File: config.mk
export PLATFORM = sky130hd
export DESIGN_NAME = exu_writeback_arbiter
export DESIGN_NICKNAME = d
export VERILOG_FILES = /design/src/rtl/exu_writeback_arbiter.sv
export SDC_FILE = /design/constraint.sdc
export NUM_CORES = 1
export LEC_CHECK = 0
export BUFFER_PORTS_ARGS = -buffer_cell sky130_fd_sc_hd__buf_2
export CORE_MARGIN = 5
export CORE_UTILIZATION = 64
export DETAILED_ROUTE_END_ITERATION = 12
export GPL_TIMING_DRIVEN = 0
export PLACE_DENSITY_LB_ADDON = 0.05
export SLEW_MARGIN = 20
export SYNTH_ARGS = -nofsm -noshare
export SYNTH_HDL_FRONTEND = slang
export SYNTH_SLANG_ARGS = --single-unit
File: constraint.sdc
create_clock -name clk_i -period 9.7 [get_ports clk_i]
set_clock_uncertainty 0.2 [all_clocks]
set_input_delay 1.455 -clock clk_i [delete_from_list [all_inputs] [get_ports clk_i]]
set_output_delay 1.455 -clock clk_i [all_outputs]
set_load 0.01 [all_outputs]
File: src/rtl/exu_writeback_arbiter.sv
// Merges PORTS execution result streams into the single reorder-buffer writeback port.
// Each port has a small first-word-fall-through FIFO, and a round-robin arbiter drains them.
module exu_writeback_arbiter #(
    parameter int PORTS      = 3,
    parameter int FIFO_DEPTH = 4,
    parameter int PKT_W      = 32
) (
    input  logic                       clk_i,
    input  logic                       rst_n_i,
    input  logic                       flush_i,
    input  logic [PORTS*32-1:0]        result_i,
    input  logic [PORTS*PKT_W-1:0]     ipacket_i,
    input  logic [PORTS-1:0]           data_valid_i,
    input  logic                       wb_ready_i,
    output logic                       wb_valid_o,
    output logic [31:0]                wb_result_o,
    output logic [PKT_W-1:0]           wb_ipacket_o,
    output logic [$clog2(PORTS)-1:0]   wb_port_o,
    output logic                       stall_o,
    output logic                       empty_o,
    output logic                       overflow_o
);

    localparam int PORT_W  = $clog2(PORTS);
    localparam int PTR_W   = $clog2(FIFO_DEPTH);
    localparam int CNT_W   = PTR_W + 1;
    localparam int ENTRY_W = 32 + PKT_W;

    localparam logic [PORT_W-1:0] LAST_PORT = PORT_W'(PORTS - 1);
    localparam logic [CNT_W-1:0]  FULL_CNT  = CNT_W'(FIFO_DEPTH);
    localparam logic [CNT_W-1:0]  STALL_CNT = CNT_W'(FIFO_DEPTH - 1);

    logic [PORTS-1:0]              not_empty;
    logic [PORTS-1:0]              nearly_full;
    logic [PORTS-1:0]              push_ok;
    logic [PORTS-1:0]              pop_sel;
    logic [PORTS-1:0][ENTRY_W-1:0] head_entry;

    logic [PORT_W-1:0] last_grant_reg;
    logic [PORT_W-1:0] lock_port_reg;
    logic              lock_reg;
    logic              overflow_reg;

    logic [PORT_W-1:0]  rr_port;
    logic [PORT_W-1:0]  hi_port;
    logic [PORT_W-1:0]  lo_port;
    logic               hi_found;
    logic [PORT_W-1:0]  grant_port;
    logic               pop;
    logic [ENTRY_W-1:0] wb_entry;

    genvar gi;
    generate
        for (gi = 0; gi < PORTS; gi++) begin : g_fifo
            logic [ENTRY_W-1:0] mem_reg [FIFO_DEPTH];
            logic [PTR_W-1:0]   rd_ptr_reg;
            logic [PTR_W-1:0]   wr_ptr_reg;
            logic [CNT_W-1:0]   count_reg;
            logic               full;

            assign full            = (count_reg == FULL_CNT);
            assign not_empty[gi]   = (count_reg != '0);
            assign nearly_full[gi] = (count_reg >= STALL_CNT);
            assign pop_sel[gi]     = pop && (grant_port == PORT_W'(gi));
            // A full FIFO still accepts a push when its head leaves in the same cycle.
            assign push_ok[gi]     = data_valid_i[gi] && (!full || pop_sel[gi]);
            assign head_entry[gi]  = mem_reg[rd_ptr_reg];

            always_ff @(posedge clk_i) begin
                if (push_ok[gi] && !flush_i) begin
                    mem_reg[wr_ptr_reg] <= {result_i[gi*32 +: 32], ipacket_i[gi*PKT_W +: PKT_W]};
                end
            end

            always_ff @(posedge clk_i or negedge rst_n_i) begin
                if (!rst_n_i) begin
                    rd_ptr_reg <= '0;
                    wr_ptr_reg <= '0;
                    count_reg  <= '0;
                end else if (flush_i) begin
                    rd_ptr_reg <= '0;
                    wr_ptr_reg <= '0;
                    count_reg  <= '0;
                end else begin
                    if (push_ok[gi]) begin
                        wr_ptr_reg <= wr_ptr_reg + PTR_W'(1);
                    end
                    if (pop_sel[gi]) begin
                        rd_ptr_reg <= rd_ptr_reg + PTR_W'(1);
                    end
                    case ({push_ok[gi], pop_sel[gi]})
                        2'b10:   count_reg <= count_reg + CNT_W'(1);
                        2'b01:   count_reg <= count_reg - CNT_W'(1);
                        default: count_reg <= count_reg;
                    endcase
                end
            end
        end
    endgenerate

    // Round-robin: lowest non-empty port above last_grant wins, else lowest at or below it.
    always_comb begin
        hi_found = 1'b0;
        hi_port  = '0;
        lo_port  = '0;
        for (int j = PORTS - 1; j >= 0; j--) begin
            if (not_empty[j]) begin
                if (PORT_W'(j) > last_grant_reg) begin
                    hi_found = 1'b1;
                    hi_port  = PORT_W'(j);
                end else begin
                    lo_port = PORT_W'(j);
                end
            end
        end
        rr_port = hi_found ? hi_port : lo_port;
    end

    assign grant_port = lock_reg ? lock_port_reg : rr_port;
    assign wb_valid_o = |not_empty;
    assign pop        = wb_valid_o && wb_ready_i;
    assign wb_entry   = head_entry[grant_port];

    assign wb_result_o  = wb_valid_o ? wb_entry[ENTRY_W-1 -: 32] : '0;
    assign wb_ipacket_o = wb_valid_o ? wb_entry[PKT_W-1:0] : '0;
    assign wb_port_o    = wb_valid_o ? grant_port : '0;

    assign stall_o    = |nearly_full;
    assign empty_o    = ~|not_empty;
    assign overflow_o = overflow_reg;

    // The lock freezes a presented entry until the reorder buffer takes it.
    always_ff @(posedge clk_i or negedge rst_n_i) begin
        if (!rst_n_i) begin
            last_grant_reg <= LAST_PORT;
            lock_reg       <= 1'b0;
            lock_port_reg  <= '0;
            overflow_reg   <= 1'b0;
        end else if (flush_i) begin
            last_grant_reg <= LAST_PORT;
            lock_reg       <= 1'b0;
            lock_port_reg  <= '0;
            overflow_reg   <= 1'b0;
        end else begin
            if (pop) begin
                last_grant_reg <= grant_port;
                lock_reg       <= 1'b0;
            end else if (wb_valid_o) begin
                lock_reg      <= 1'b1;
                lock_port_reg <= grant_port;
            end
            if (|(data_valid_i & ~push_ok)) begin
                overflow_reg <= 1'b1;
            end
        end
    end

endmodule

# Word level (Yosys, flattened, before mapping)
# Memory sizes are Yosys's and may differ from the RTL's.
# Index checks and enable logic that the tools add are counted.
# op_classes
n_addsub	12
n_mux	59
magnitude_cmp	7
n_mul	0
n_div	0
reduce_logical	39
eq_ne	12
bitwise_logic	2
shift	0
# ops
operator	count
$bmux W64 S2	1
$mux W2	32
$mux W32	2
$mux W64	1
$reduce_bool A3 Y1	7
$pmux W3 S2	3
$reduce_bool A2 Y1	9
$mux W1	17
$add A2 B1 Y2 const B	6
$logic_and A1 B1 Y1	10
$add A3 B1 Y3 const B	3
$eq A3 B3 Y1 const B	3
$ge A3 B2 Y1 const B	3
$mux W3	3
$reduce_or A3 Y1	3
$sub A3 B1 Y3 const B	3
$eq A2 B1 Y1 const B	4
$eq A2 B2 Y1 const B	4
$logic_not A1 Y1	5
$gt A1 B2 Y1 const A	2
$and A3 B3 Y3	1
$logic_or A1 B1 Y1	3
$lt A2 B3 Y1 const B	1
$not A3 Y3	1
4 further kinds	4
# totals
mem_bits_rw	768
latchBits	0
ff_bits	27
memories	3
input_bits	199
out_inout_bits	70
romBits	0
word_cells	147
# memory_table
name	words	width	rd	rd_clocked_by_memory_dff	write_ports	line_no	text
g_fifo[0].mem_reg	4	64	1	0	1	55	logic [ENTRY_W-1:0] mem_reg [FIFO_DEPTH];
g_fifo[1].mem_reg	4	64	1	0	1	55	
g_fifo[2].mem_reg	4	64	1	0	1	55	

# Longest topological paths before layout
# depth
word_depth	18
depth_mapped	10
depth_no_buf	9

# Worst setup path before layout
# No wires, ideal clock.
# synth_timing
kind	input-to-reg
from	in wb_ready_i
to	mem g_fifo[1].mem_reg[0][0] in the netlist's numbering (enable)
slack_ns	5.196
t_arrival_ns	3.875
t_required_ns	9.071
stages	5
path_cell_list	and2_1 > clkbuf_1 > nand3_1 > a31oi_1 > and3_1
# synth_between
elab_chain_cells	7
# synth_rtl
element	line_no	text
start, declared	14	input logic wb_ready_i,
$logic_and A1 B1 Y1	121	assign pop = wb_valid_o && wb_ready_i;
$logic_and A1 B1 Y1	64	assign pop_sel[gi] = pop && (grant_port == PORT_W'(gi));
$logic_or A1 B1 Y1	66	assign push_ok[gi] = data_valid_i[gi] && (!full || pop_sel[gi]);
$logic_and A1 B1 Y1	66	
$logic_and A1 B1 Y1	70	if (push_ok[gi] && !flush_i) begin
$mux W1	70	
$mux W1 (implied by the code)	71	mem_reg[wr_ptr_reg] <= {result_i[gi*32 +: 32], ipacket_i[gi*PKT_W +: PKT_W]};
end, declared	55	
# No other way between the ends.

# Worst setup path in the final report
# layout_timing
from	reg g_fifo[2].count_reg[2]
to	out wb_ipacket_o[2]
# layout_between
elab_chain_cells	11
# layout_rtl
element	line_no	text
start, declared	58	logic [CNT_W-1:0] count_reg;
start signal, assigned	92	2'b10: count_reg <= count_reg + CNT_W'(1);
start signal, assigned	93	2'b01: count_reg <= count_reg - CNT_W'(1);
start signal, assigned	94	default: count_reg <= count_reg;
$reduce_bool A3 Y1 (*)	62	assign not_empty[gi] = (count_reg != '0);
$mux W2 / $mux W1 (equally long branches)	107	if (not_empty[j]) begin
$mux W2 / $mux W1 (equally long branches)	108	if (PORT_W'(j) > last_grant_reg) begin
$mux W2 / $mux W1 (equally long branches)	107	
$mux W2 / $mux W1 (equally long branches)	108	
$mux W2 / $mux W1 (equally long branches)	107	
$mux W2	116	rr_port = hi_found ? hi_port : lo_port;
$mux W2	119	assign grant_port = lock_reg ? lock_port_reg : rr_port;
$bmux W64 S2	122	assign wb_entry = head_entry[grant_port];
$mux W64 (implied by the code)	122	
$mux W32 (*)	125	assign wb_ipacket_o = wb_valid_o ? wb_entry[PKT_W-1:0] : '0;
end, declared	17	output logic [PKT_W-1:0] wb_ipacket_o,
# Every way passes the cells marked *; elsewhere a longest branch is shown, timed or not. The select of a mux whose other input is x is not followed.

==> results.txt <==
----------------------------------------------------
[Synthesis]
  Instance count of the mapped netlist ... 1491
  Number of enable flip-flop cells after synthesis ... 768
  Warnings from Yosys ... 0
  Sequential-to-total area share from yosys stat ... 0.764
  Largest area contributor in the synthesized netlist ... edfxtp_1
  Synth Area per Inst ... 20.9 um2
  Post-synthesis async set-or-reset flop share ... 0.0340
  Synth Register Bits ... 795
  Fraction of post-synthesis cell area in the top cell type by area ... 0.742
  Synthesized netlist net count ... 1705
  Dominant cells by area after synthesis ... edfxtp_1 (74%), mux4_2 (14%), mux2_2 (2.2%)
  Synth cell types ... 57
  Main synth FF type ... edfxtp_1
  Post-Synthesis Cell Area ... 0.0311 mm2

[STA]
  Clock period minus worst slack ... 5.65 ns
  Slew margin rel. ... 0.320
  Total setup violations reported at the end of the flow ... 0
  Max-slew violation count ... 0
  FMAX ... 177 MHz
  Unrepaired setup endpoints after global routing ... no
  Period utilisation layout ... 0.583
  Setup tns final ... 0 ns
  Hold violation count in the final report ... 0
  Transition time at the pin with the least slew margin ... 1.02 ns

[Floorplan]
  Effective utilization at floorplan ... 0.648
  Die area ... 0.0531 mm2
  Height of the die ... 230 um
  I/O pin total ... 269
  Floorplan Core Area ... 0.0479 mm2
  Number of rows in the core area ... 80
  Width of the chip ... 230 um

[Clock tree]
  Clock transition at the register clock pins on the worst setup and hold paths after CTS ... 0.06 ns
  Number of clock buffers inserted by TritonCTS ... 77
  Post-cts resize count ... 0
  CTS Root Cell ... clkbuf_16
  Clock net sink count ... 795
  Buffer count from post-CTS setup fixing ... 0
  Depth of the CTS H-tree ... 3
  Maximum root-to-sink buffer count ... 3
  Clock tree from TritonCTS ... yes
  Clock insertion delay at the later pin of the skew report ... 0.60 ns
  CTS Hold Bufs ... 0

[Final layout]
  Number of flip-flops under the largest register name ... 768
  Area growth from synthesis to layout ... 15.5%
  Share of cells above drive strength 1 ... 0.355
  Commonest cells after routing, fill and taps aside ... edfxtp_1 (768), buf_2 (276), mux4_2 (192)
  Net total in the final layout ... 2064
  Most common cell after layout, fill and taps aside ... edfxtp_1
  Final Non-Filler Cells ... 2542
  Fill cells ... 2686

[Pwr]
  Areal power density over the cells ... 290 mW/mm2
  Static Leakage ... 11.9 nW
  Maximum vdd ir drop ... 0.000286 V

[Critical path]
  Critical path class ... reg2out
  Kind of start point of the critical path ... flip-flop
  Largest fanout on the critical path ... 10
  CP peak stage delay ... 0.64 ns
  WP data arrival ... 4.00 ns
  Chain of cells forming the critical path ... nor3_1, a211oi_2, a22o_1, buf_4, buf_6, nor2_2, clkbuf_1, nand2_1, a21oi_1, buf_2
  Standard cell with the maximum stage delay on the critical path ... clkbuf_1
  Crit path required time ... 8.05 ns
  Type of destination of the critical path ... output port

[Route]
  DRC violations left ... 0
  First-pass iteration count of the detailed router ... 5
  Residual antenna-violating net count after detailed routing ... 0
  Via/cell ratio ... 6.31
  Number of vias in the routed layout ... 16.0k
  Detailed router's first-iteration violation count ... 1640
  DRT Wirelength ... 72200 um
  Average wire per standard cell ... 28.4 um

[Placement]
  Number of instances in the placed design ... 2386
  Detailed placement HPWL ... 46500 um
  Routability-driven placement congestion ratio ... 0.789
  Port Buffers ... 268

[Hold path]
  Worst min path class ... reg2reg

[Flow run]
  Maximum Capacitance Violations ... 0

[Global routing]
  Total grt overflow ... 0
  GRT Total Usage ... 0.277
  Largest net degree at the start of global routing ... 40
  First-pass GRT wire length ... 107000 um
  Via count of the first global-routing pass ... 16.7k
  Initial antenna violation count ... 29

[Outcome]
  Status ... finished clean

----------------------------------------------------
-- final timing paths --
path	startpoint	to	slack [ns]	depth (start not counted)
min reg2reg	last_grant_reg[1]	last_grant_reg[1]	0.33	2
max in group asynchronous	rst_n_i	lock_port_reg[0]	8.20	1
min	last_grant_reg[1]	last_grant_reg[1]	0.33	2
max reg2reg	g_fifo[1].count_reg[0]	g_fifo[0].mem_reg[3][61]	5.77	8
max	g_fifo[2].count_reg[2]	wb_ipacket_o[2]	4.05	10
min in group asynchronous	rst_n_i	g_fifo[0].count_reg[0]	0.68	1
-- Yosys cell counts, types with 9 or more instances --
master    count
clkbuf_1     55
mux2_2       62
mux4_2      192
dfrtp_1      26
ha_1         12
edfxtp_1    768
a21oi_1      69
nand2_1     146
inv_1        11
nor2_1       29
mux2_1        9
-- per-layer routing --
metal	wire length, um	share of wire	GRT usage	up-vias
met5	188	0.0026	0	-
met4	1460	0.020	0.0648	30
met3	6610	0.091	0.0741	129
met2	36400	0.50	0.457	649
met1	27600	0.38	0.382	8405
li1	-	-	-	6822
-- metrics by stage --
step	area, um2	setup WS, ns	util	hold slack [ns]	power (mW)
global placement	33200	3.14	0.692	0.314	7.63
global route	35900	3.87	0.748	0.352	10.9
finish	35900	4.05	0.749	0.327	10.4
floorplan	31100	5.20	-	0.292	6.29
CTS	35900	4.02	0.748	0.326	10.5
detailed placement	33500	4.67	0.699	0.317	7.69
-- worst max-delay path, delay by kind of cell (launching register included) --
kind            cells  cell delay, ns
compound gates      3            0.54
flops               1            0.44
simple gates        3            1.17
buf+inv             4            1.24
-- cells by family after synthesis --
kind of cell,Yosys count,share of synthesized area
xor gates and xnor gates,8,0.00225
DFF,795,0.764
and+or+nand+nor,217,0.0303
muxes,267,0.166
adders and majority gates,15,0.00676
AOI/OAI and AO/OA,97,0.0182
buffers and inverters,92,0.0127
-- cell type report --
cell class / instances / area [um2] / share of cell area
Multi-Input combinational cell: 604 / 7010 / 0.195
Sequential cell: 795 / 23700 / 0.661
Buffer: 79 / 350 / 0.00975
Tap cell: 615 / 769 / 0.0214
Inverter: 13 / 50.0 / 0.00139
Timing Repair Buffer: 280 / 1630 / 0.0453
Antenna cell: 21 / 52.6 / 0.00146
Clock buffer: 101 / 2090 / 0.0582
Clock inverter: 34 / 235 / 0.00655
-- where the power goes --
group	internal, mW	switching (mW)	leakage (nW)
Combinational	1.37	2.14	3.46
Clock	1.59	1.19	1.13
Sequential	4.01	0.0861	7.33
Note: power is estimated with default switching activity, not from simulation.
